### src/rtl/usr_pkg.sv
// Shared encodings for the universal-shift-register sequencer.
// Optional feature macro used by this codebase slice: USR_SEQ_ROTATE_EN (rotate support).
package usr_pkg;

    // Register width the sequencer is built for unless overridden.
    localparam int unsigned DefaultWidth = 5;

    // Command operation encoding.
    typedef enum logic [1:0] {
        OpLoad = 2'd0,
        OpShr  = 2'd1,
        OpShl  = 2'd2,
        OpRot  = 2'd3
    } op_e;

    // Mode encoding understood by the downstream universal shift register.
    typedef enum logic [1:0] {
        ModeHold  = 2'b00,
        ModeRight = 2'b01,
        ModeLeft  = 2'b10,
        ModeLoad  = 2'b11
    } mode_e;

    // Sequencer FSM states.
    typedef enum logic [1:0] {
        StIdle  = 2'd0,
        StLoad  = 2'd1,
        StShift = 2'd2,
        StDone  = 2'd3
    } state_e;

endpackage

### src/rtl/usr_sequencer_if.sv
// Command and register-control bundle between a command source, the sequencer
// and the downstream universal shift register.
// master: command source / register side; slave: the sequencer.
interface usr_sequencer_if #(
    parameter int unsigned WIDTH = usr_pkg::DefaultWidth,
    parameter int unsigned CW    = $clog2(WIDTH + 1)
);
    logic             cmd_valid;
    logic             cmd_ready;
    logic [1:0]       cmd_op;
    logic [CW-1:0]    cmd_count;
    logic [WIDTH-1:0] cmd_data;
    logic             cmd_fill;
    logic [WIDTH-1:0] q;
    logic [1:0]       mode;
    logic [WIDTH-1:0] parallel_in;
    logic             right_in;
    logic             left_in;
    logic             busy;
    logic             done;
    logic             err;

    modport master (
        output cmd_valid, cmd_op, cmd_count, cmd_data, cmd_fill, q,
        input  cmd_ready, mode, parallel_in, right_in, left_in, busy, done, err
    );

    modport slave (
        input  cmd_valid, cmd_op, cmd_count, cmd_data, cmd_fill, q,
        output cmd_ready, mode, parallel_in, right_in, left_in, busy, done, err
    );

endinterface

### src/rtl/usr_sequencer.sv
// Sequencer that turns LOAD/SHR/SHL/ROT commands into per-cycle mode and serial
// inputs for a downstream universal shift register.
// Macro USR_SEQ_ROTATE_EN enables ROT; without it ROT completes at once with err.
module usr_sequencer
    import usr_pkg::*;
#(
    parameter int unsigned WIDTH = DefaultWidth,
    parameter int unsigned CW    = $clog2(WIDTH + 1)
) (
    input logic           clk,
    input logic           rst,
    usr_sequencer_if.slave bus
);

    localparam logic [CW-1:0] WidthCw = CW'(WIDTH);

    state_e           r_state;
    mode_e            r_mode;
    logic [CW-1:0]    r_cnt;
    logic [WIDTH-1:0] r_parallel_in;
    logic             r_right_in;
    logic             r_left_in;
    logic             r_busy;
    logic             r_done;
    logic             r_err;
    logic             r_cmd_ready;

    op_e              w_op;
    logic [CW-1:0]    w_count;
    logic             w_accept;
    logic             w_right_in;

    assign w_op     = op_e'(bus.cmd_op);
    // Shift counts beyond the register width are clamped to the width.
    assign w_count  = (bus.cmd_count > WidthCw) ? WidthCw : bus.cmd_count;
    assign w_accept = bus.cmd_valid && r_cmd_ready;

`ifdef USR_SEQ_ROTATE_EN
    logic r_rot;

    // Rotate feeds the register's LSB straight back into its serial-right input.
    always_comb begin
        w_right_in = r_right_in;
        if (r_rot) begin
            w_right_in = bus.q[0];
        end
    end
`else
    logic w_unused_q;

    assign w_unused_q = ^bus.q;

    // Without rotate support the serial-right input is purely the latched fill.
    always_comb begin
        w_right_in = r_right_in;
    end
`endif

    // Command FSM with registered control outputs; reset abandons any command.
    always_ff @(posedge clk or posedge rst) begin
        if (rst) begin
            r_state       <= StIdle;
            r_mode        <= ModeHold;
            r_cnt         <= '0;
            r_parallel_in <= '0;
            r_right_in    <= 1'b0;
            r_left_in     <= 1'b0;
            r_busy        <= 1'b0;
            r_done        <= 1'b0;
            r_err         <= 1'b0;
            r_cmd_ready   <= 1'b1;
`ifdef USR_SEQ_ROTATE_EN
            r_rot         <= 1'b0;
`endif
        end else begin
            r_done <= 1'b0;
            r_err  <= 1'b0;
            unique case (r_state)
                StIdle: begin
                    if (w_accept) begin
                        r_cmd_ready <= 1'b0;
                        r_busy      <= 1'b1;
                        r_cnt       <= w_count;
                        unique case (w_op)
                            OpLoad: begin
                                r_state       <= StLoad;
                                r_mode        <= ModeLoad;
                                r_parallel_in <= bus.cmd_data;
                            end
                            OpShr: begin
                                if (w_count == '0) begin
                                    r_state <= StDone;
                                    r_done  <= 1'b1;
                                end else begin
                                    r_state    <= StShift;
                                    r_mode     <= ModeRight;
                                    r_right_in <= bus.cmd_fill;
                                end
                            end
                            OpShl: begin
                                if (w_count == '0) begin
                                    r_state <= StDone;
                                    r_done  <= 1'b1;
                                end else begin
                                    r_state   <= StShift;
                                    r_mode    <= ModeLeft;
                                    r_left_in <= bus.cmd_fill;
                                end
                            end
                            OpRot: begin
`ifdef USR_SEQ_ROTATE_EN
                                if (w_count == '0) begin
                                    r_state <= StDone;
                                    r_done  <= 1'b1;
                                end else begin
                                    r_state <= StShift;
                                    r_mode  <= ModeRight;
                                    r_rot   <= 1'b1;
                                end
`else
                                // Unsupported op: finish immediately and flag it.
                                r_state <= StDone;
                                r_done  <= 1'b1;
                                r_err   <= 1'b1;
`endif
                            end
                            default: r_state <= StIdle;
                        endcase
                    end
                end
                StLoad: begin
                    r_state       <= StDone;
                    r_mode        <= ModeHold;
                    r_parallel_in <= '0;
                    r_done        <= 1'b1;
                end
                StShift: begin
                    if (r_cnt == CW'(1)) begin
                        r_state    <= StDone;
                        r_mode     <= ModeHold;
                        r_cnt      <= '0;
                        r_right_in <= 1'b0;
                        r_left_in  <= 1'b0;
                        r_done     <= 1'b1;
`ifdef USR_SEQ_ROTATE_EN
                        r_rot      <= 1'b0;
`endif
                    end else begin
                        r_cnt <= r_cnt - CW'(1);
                    end
                end
                StDone: begin
                    r_state     <= StIdle;
                    r_busy      <= 1'b0;
                    r_cmd_ready <= 1'b1;
                end
                default: r_state <= StIdle;
            endcase
        end
    end

    assign bus.cmd_ready   = r_cmd_ready;
    assign bus.mode        = r_mode;
    assign bus.parallel_in = r_parallel_in;
    assign bus.right_in    = w_right_in;
    assign bus.left_in     = r_left_in;
    assign bus.busy        = r_busy;
    assign bus.done        = r_done;
    assign bus.err         = r_err;

endmodule

### src/flat_wrapper.sv
// flat-port wrapper written by rule: the top's interface ports become plain ports
module usr_sequencer_flat import usr_pkg::*;
#(
    parameter int unsigned WIDTH = DefaultWidth,
    parameter int unsigned CW    = $clog2(WIDTH + 1)
)
  (clk, rst, bus_cmd_valid, bus_cmd_op, bus_cmd_count, bus_cmd_data, bus_cmd_fill, bus_q, bus_cmd_ready, bus_mode, bus_parallel_in, bus_right_in, bus_left_in, bus_busy, bus_done, bus_err);
  usr_sequencer_if #(.WIDTH(WIDTH), .CW(CW)) bus_i ();
  input logic clk;
  input logic rst;
  input wire logic [$bits(bus_i.cmd_valid)-1:0] bus_cmd_valid;
  input wire logic [$bits(bus_i.cmd_op)-1:0] bus_cmd_op;
  input wire logic [$bits(bus_i.cmd_count)-1:0] bus_cmd_count;
  input wire logic [$bits(bus_i.cmd_data)-1:0] bus_cmd_data;
  input wire logic [$bits(bus_i.cmd_fill)-1:0] bus_cmd_fill;
  input wire logic [$bits(bus_i.q)-1:0] bus_q;
  output wire logic [$bits(bus_i.cmd_ready)-1:0] bus_cmd_ready;
  output wire logic [$bits(bus_i.mode)-1:0] bus_mode;
  output wire logic [$bits(bus_i.parallel_in)-1:0] bus_parallel_in;
  output wire logic [$bits(bus_i.right_in)-1:0] bus_right_in;
  output wire logic [$bits(bus_i.left_in)-1:0] bus_left_in;
  output wire logic [$bits(bus_i.busy)-1:0] bus_busy;
  output wire logic [$bits(bus_i.done)-1:0] bus_done;
  output wire logic [$bits(bus_i.err)-1:0] bus_err;
  assign bus_i.cmd_valid = bus_cmd_valid;
  assign bus_i.cmd_op = bus_cmd_op;
  assign bus_i.cmd_count = bus_cmd_count;
  assign bus_i.cmd_data = bus_cmd_data;
  assign bus_i.cmd_fill = bus_cmd_fill;
  assign bus_i.q = bus_q;
  assign bus_cmd_ready = bus_i.cmd_ready;
  assign bus_mode = bus_i.mode;
  assign bus_parallel_in = bus_i.parallel_in;
  assign bus_right_in = bus_i.right_in;
  assign bus_left_in = bus_i.left_in;
  assign bus_busy = bus_i.busy;
  assign bus_done = bus_i.done;
  assign bus_err = bus_i.err;
  usr_sequencer #(.WIDTH(WIDTH), .CW(CW)) u_core (.clk(clk), .rst(rst), .bus(bus_i));
endmodule
### config.mk
export PLATFORM = sky130hd
export DESIGN_NAME = usr_sequencer_flat
export DESIGN_NICKNAME = d
export VERILOG_FILES = /design/src/rtl/usr_pkg.sv /design/src/rtl/usr_sequencer_if.sv /design/src/rtl/usr_sequencer.sv /design/src/flat_wrapper.sv
export SDC_FILE = /design/constraint.sdc
export NUM_CORES = 1
export LEC_CHECK = 0
export CAP_MARGIN = 20
export CORE_AREA = 3 3 53 55
export DETAILED_ROUTE_END_ITERATION = 7
export DIE_AREA = 0 0 56 58
export GPL_TIMING_DRIVEN = 0
export PLACE_DENSITY = 0.84
export SYNTH_ARGS = -nofsm -noshare
export SYNTH_HDL_FRONTEND = slang
export SYNTH_SLANG_ARGS = --single-unit
### constraint.sdc
create_clock -name clk -period 2.3 [get_ports clk]
set_clock_uncertainty 0.1 [all_clocks]
set_input_delay 0.23 -clock clk [delete_from_list [all_inputs] [get_ports clk]]
set_output_delay 0.23 -clock clk [all_outputs]
set_load 0.005 [all_outputs]
# Yosys cells after proc, flatten, opt, wreduce, memory -nomap -nowiden

Cells that the tools add are included.

Output and inout bits: 13
Word-level logic and storage cells: 82
Bits of input ports: 19
Flip-flop bits (word level): 18

Mux-type cells: 38
Add/sub/neg operators: 1
Magnitude comparators: 1
Equal/unequal tests: 16
Reduce and logical (&&, ||, !) cells: 16

Operator list:

| cell               | count |
|---|---|
| $pmux 2 s3         | 3 |
| $mux 1             | 15 |
| $mux 2             | 6 |
| $mux 5             | 2 |
| $pmux 1 s2         | 5 |
| $pmux 5 s2         | 1 |
| $reduce_and 5->1   | 2 |
| $mux 3             | 3 |
| $eq 2x2->1 const B | 4 |
| $ne 2x2->1 const B | 4 |
| $pmux 2 s4         | 1 |
| $ne 3x3->1 const B | 2 |
| $pmux 3 s2         | 1 |
| $reduce_and 2->1   | 3 |
| $reduce_and 6->1   | 1 |
| $reduce_bool 2->1  | 3 |
| $eq 2x1->1 const B | 2 |
| $logic_not 2->1    | 2 |
| $ne 2x1->1 const B | 2 |
| $ne 4x4->1 const B | 1 |
| $eq 3x1->1 const B | 1 |
| $gt 3x3->1 const B | 1 |
| $logic_not 3->1    | 1 |
| $pmux 1 s3         | 1 |
| other kinds (5)    | 5 |

# Depth between registers and ports, before layout

Word-level depth: 7
Mapped depth: 7
Gate-level depth less buffers: 6

# Worst setup path before layout

OpenSTA, ideal clock, no wires.

Path type: register to register
Start point: register u_core.r_state[0]
End point: register u_core.r_mode[0], in the netlist u_core.bus.mode[0]
Library setup time: 125 ps
Slack: 291 ps
Cell stages (with the launch flop): 7
Arrival: 1784 ps
Required time: 2075 ps
Cells stage by stage: dfrtp_1 > inv_1 > ha_1 > a21bo_4 > o21ai_4 > or4_4 > mux2_4

Word-level cells in the longest chain between the ends: 3

RTL lines:

| item                                               | line                 | RTL |
|---|---|---|
| from (decl)                                        | usr_sequencer.sv:17  | `state_e r_state;` |
| from (signal assigned)                             | usr_sequencer.sv:62  | `r_state <= StIdle;` |
| from (signal assigned)                             | usr_sequencer.sv:86  | `r_state <= StLoad;` |
| from (signal assigned)                             | usr_sequencer.sv:92  | `r_state <= StDone;` |
| $logic_not 2->1, or another cell as far along      | usr_sequencer.sv:78  | `unique case (r_state)` |
| $ne 4x4->1 (no line), or another cell as far along | -                    |  |
| $reduce_and 6->1 (no line)                         | -                    |  |
| to (signal assigned)                               | usr_sequencer.sv:87  | `r_mode <= ModeLoad;` |
| to (signal assigned)                               | usr_sequencer.sv:96  | `r_mode <= ModeRight;` |
| to (signal assigned)                               | usr_sequencer.sv:106 | `r_mode <= ModeLeft;` |
| to (decl)                                          | usr_sequencer.sv:18  | `mode_e r_mode;` |

Several ways; a longest one is shown, not always the timed one.
A chain may end at the register's enable or synchronous reset.

# Worst setup path in the final report

Start point: register u_core.r_state[0]
End point: register u_core.r_mode[1], in the netlist u_core.bus.mode[1]

The elaborated chain is that of the path after synthesis.

==> metrics.yaml <==
routing:
  vias: 858
  drc: 0
  viasPerCell: 5.329
  ant_nets: 0
  wl_microns: 2181
  drt_iter0_drc: 18
  dr.pass1.iters: 4
  wl_per_cell_microns: 13.55
timing:
  period_share: 0.9322
  finalCriticalPeriod_ns: 2.144
  tightestPinTransition_ns: 0.6559
  setup-tns-final_ns: 0
  max_freq_ghz: 0.4664
  max_slew_margin: 0.5623
  slew_violations: 0
  rsz0062_at_grt: "false"
  setup_viol: 0
  hold_viol_final: 0
power:
  p_switching_mw: 0.6389
  power.total_mw: 1.728
  leakage_nw: 0.6547
  intPower_mw: 1.089
  vdd_drop_max_v: 0.0006738
  p_per_area_mw_per_mm2: 1229
  p_sw_frac: 0.3697
  combPwrFrac: 0.579
  power.share.clock: 0.110
  pwr-share-seq: 0.311
logic_synthesis:
  post_synth.cell_area_avg_sq_um: 10.62
  synth_fa_ha_area_frac: 0.1400
  synth_ff_type: "dfrtp_1"
  synth-seq-cells: 18
  ys_top_cells_by_area: "dfrtp_1 (40%), ha_1 (14%), inv_1 (4.6%)"
  ys_seq_area_frac: 0.4212
  synth_nets: 132
  yosysTopAreaCellShare: 0.3967
  synthSimpleGateAreaFrac: 0.1074
  synth_compound_area_frac: 0.2170
  syn_area_sq_mm: 0.001072
  synth_edf_count: 0
  ys_types: 35
  syn_inst: 101
  synth_largest_area_cell: "dfrtp_1"
  yosys_warnings: 0
  synth_xor_area_frac: 0
  synth_top_family_by_area: "compound AO/OA/AOI/OAI gates"
  synthArstFlopShare: 1.000
  synthMuxAreaShare: 0.05951
clocking:
  clk_latency_ns: 0.29
  cts_buffers: 3
  cts-root-buf: "clkbuf_4"
  cts_resized: 0
  post_cts_buffers: 0
  cts_sinks: 18
  clockBufferDepth: 2
  cts_tree: "yes"
  cts.clk_slew.worst_paths_ns: 0.10
  holdBufCountCts: 0
  htreeDepth: 1
floorplan:
  die_area_sq_mm: 0.003248
  die_h_microns: 58
  initial_utilization: 0.4408
  die-width_microns: 56
  rows: 18
  core-area_sq_mm: 0.002432
  io_pins: 32
critical_path:
  critPathArrivalTime_ns: 2.23
  worstSetupStartpointType: "register"
  cp_data_required_time_ns: 2.38
  crit_type: "reg -> reg"
  worstSetupEndpointType: "register"
  crit_fanout: 7
final_layout:
  antennaDiodeCount: 0
  areaGrowthSynthToFinish_pct: 31.16
  nFillCells: 219
  regArea_sq_um: 451.7
  fin_nets: 163
  drive_gt1_frac: 0.1298
  multiInputGateArea_sq_um: 561.8
  final-instance-count-excl-fill: 161
global_routing:
  grt_pass1_wl_microns: 3870
  grt_overflow: 0
  grt_pass1_vias: 895
  track_usage: 0.1480
  antenna_found_initial: 0
  grt_max_degree: 19
place:
  port-buffer-count: 26
  gp_congestion: 0.8159
  dp_hpwl_microns: 1753
  place_inst: 157
hold_path:
  hp-class: "in -> async"
outcome:
  outcome: "complete, no violations"
job:
  cap_viol_max_count: 0
[sequential cells by signal, summed over array words and instances (netlist names)]
| signal | flops |
|---|---|
| u_core.bus.mode | 2 |
| u_core.bus.right_in | 1 |
| u_core.bus.done | 1 |
| u_core.bus.err | 1 |
| u_core.bus.cmd_ready | 1 |
| u_core.r_cnt | 3 |
| u_core.bus.parallel_in | 5 |
| u_core.r_state | 2 |
| u_core.bus.busy | 1 |
| u_core.bus.left_in | 1 |
[cells in the mapped netlist (2+ instances only)]
cell type / instances
nand2_1: 2
a22o_1: 5
nor3_1: 3
inv_1: 13
nor2_1: 6
a21oi_1: 8
o21ai_0: 3
dfrtp_1: 17
mux2_2: 2
mux2_4: 2
a21o_2: 2
nand3_1: 3
o22ai_1: 2
ha_1: 12
[path summary, 6_finish.rpt]
| path | startpoint | end | slack (ns) | cells after the start |
|---|---|---|---|---|
| setup / recovery | u_core.r_state[0] | u_core.bus.mode[1] | 0.16 | 6 |
| hold / removal | rst | u_core.r_cnt[2] | 0.22 | 2 |
| setup reg to reg | u_core.r_state[0] | u_core.bus.mode[1] | 0.16 | 6 |
| hold reg to reg | u_core.bus.left_in | u_core.bus.left_in | 0.40 | 1 |
| max in group asynchronous | rst | u_core.bus.mode[1] | 1.45 | 2 |
| min in group clk | u_core.bus.left_in | u_core.bus.left_in | 0.40 | 1 |
[logic make-up (layout without fill, tap and decap cells)]
kind of cell               count (synthesis)  in the layout
muxes                                      5              5
AOI/OAI and AO/OA                         30             30
DFF                                       18             18
and+or+nand+nor                           21             21
adders and majority gates                 12             12
buffers and inverters                     15             45
[power by group through the flow]
| stage | Combinational (mW) | Clock, mW | Sequential (mW) |
|---|---|---|---|
| 3_5_place_dp | 1.00 | 0 | 0.547 |
| 4_1_cts | 1.01 | 0.199 | 0.540 |
| 5_1_grt | 1.11 | 0.215 | 0.559 |
| 2_1_floorplan | 0.673 | 0 | 0.540 |
| 3_3_place_gp | 0.965 | 0 | 0.537 |
| 6_report | 1.00 | 0.190 | 0.538 |
[cell usage in the layout (no fill, tap or decap), types with 2 or more instances in the layout]
cell type         n
a21o_2            2
a21oi_1           8
a22o_1            5
clkbuf_4          3
clkdlybuf4s50_1  26
dfrtp_1          17
ha_1             12
inv_1            13
mux2_2            2
mux2_4            2
nand2_1           2
nand3_1           3
nor2_1            6
nor3_1            3
o21ai_0           3
o22ai_1           2
[stage by stage]
step / hold slack [ns] / setup slack [ns] / util / instance area (sq um)
CTS: 0.2614 / 0.1476 / 0.5782 / 1406
floorplan: 0.06784 / 0.2912 / - / 1072
global route: 0.3073 / 0.000001776 / 0.5782 / 1406
global placement: 0.3778 / 0.06357 / 0.5633 / 1370
detailed placement: 0.3809 / 0.04082 / 0.5633 / 1370
finish: 0.2234 / 0.1559 / 0.5782 / 1406
[metal layers]
| layer | track usage | wire length (microns) |
|---|---|---|
| met5 | 0 | 0 |
| met4 | 0.05424 | 30 |
| met3 | 0.03341 | 144 |
| met2 | 0.2604 | 1051 |
| met1 | 0.1776 | 955 |
[area by class of cell]
| class | count | area share |
|---|---|---|
| sequential | 18 | 0.3212 |
| multi-input combinational | 68 | 0.3995 |
| tap | 30 | 0.02669 |
| buffer | 1 | 0.003559 |
| timing repair buffer | 26 | 0.1851 |
| inverter | 14 | 0.03826 |
| clock buffer | 4 | 0.02580 |
[critical path: stages (launching register included)]
cell     delay (ns)
dfrtp_1        0.41
inv_1          0.10
ha_1           0.28
a21bo_4        0.22
o21ai_4        0.07
or4_4          0.54
mux2_4         0.31
Note: power is estimated with default switching activity, not from simulation.
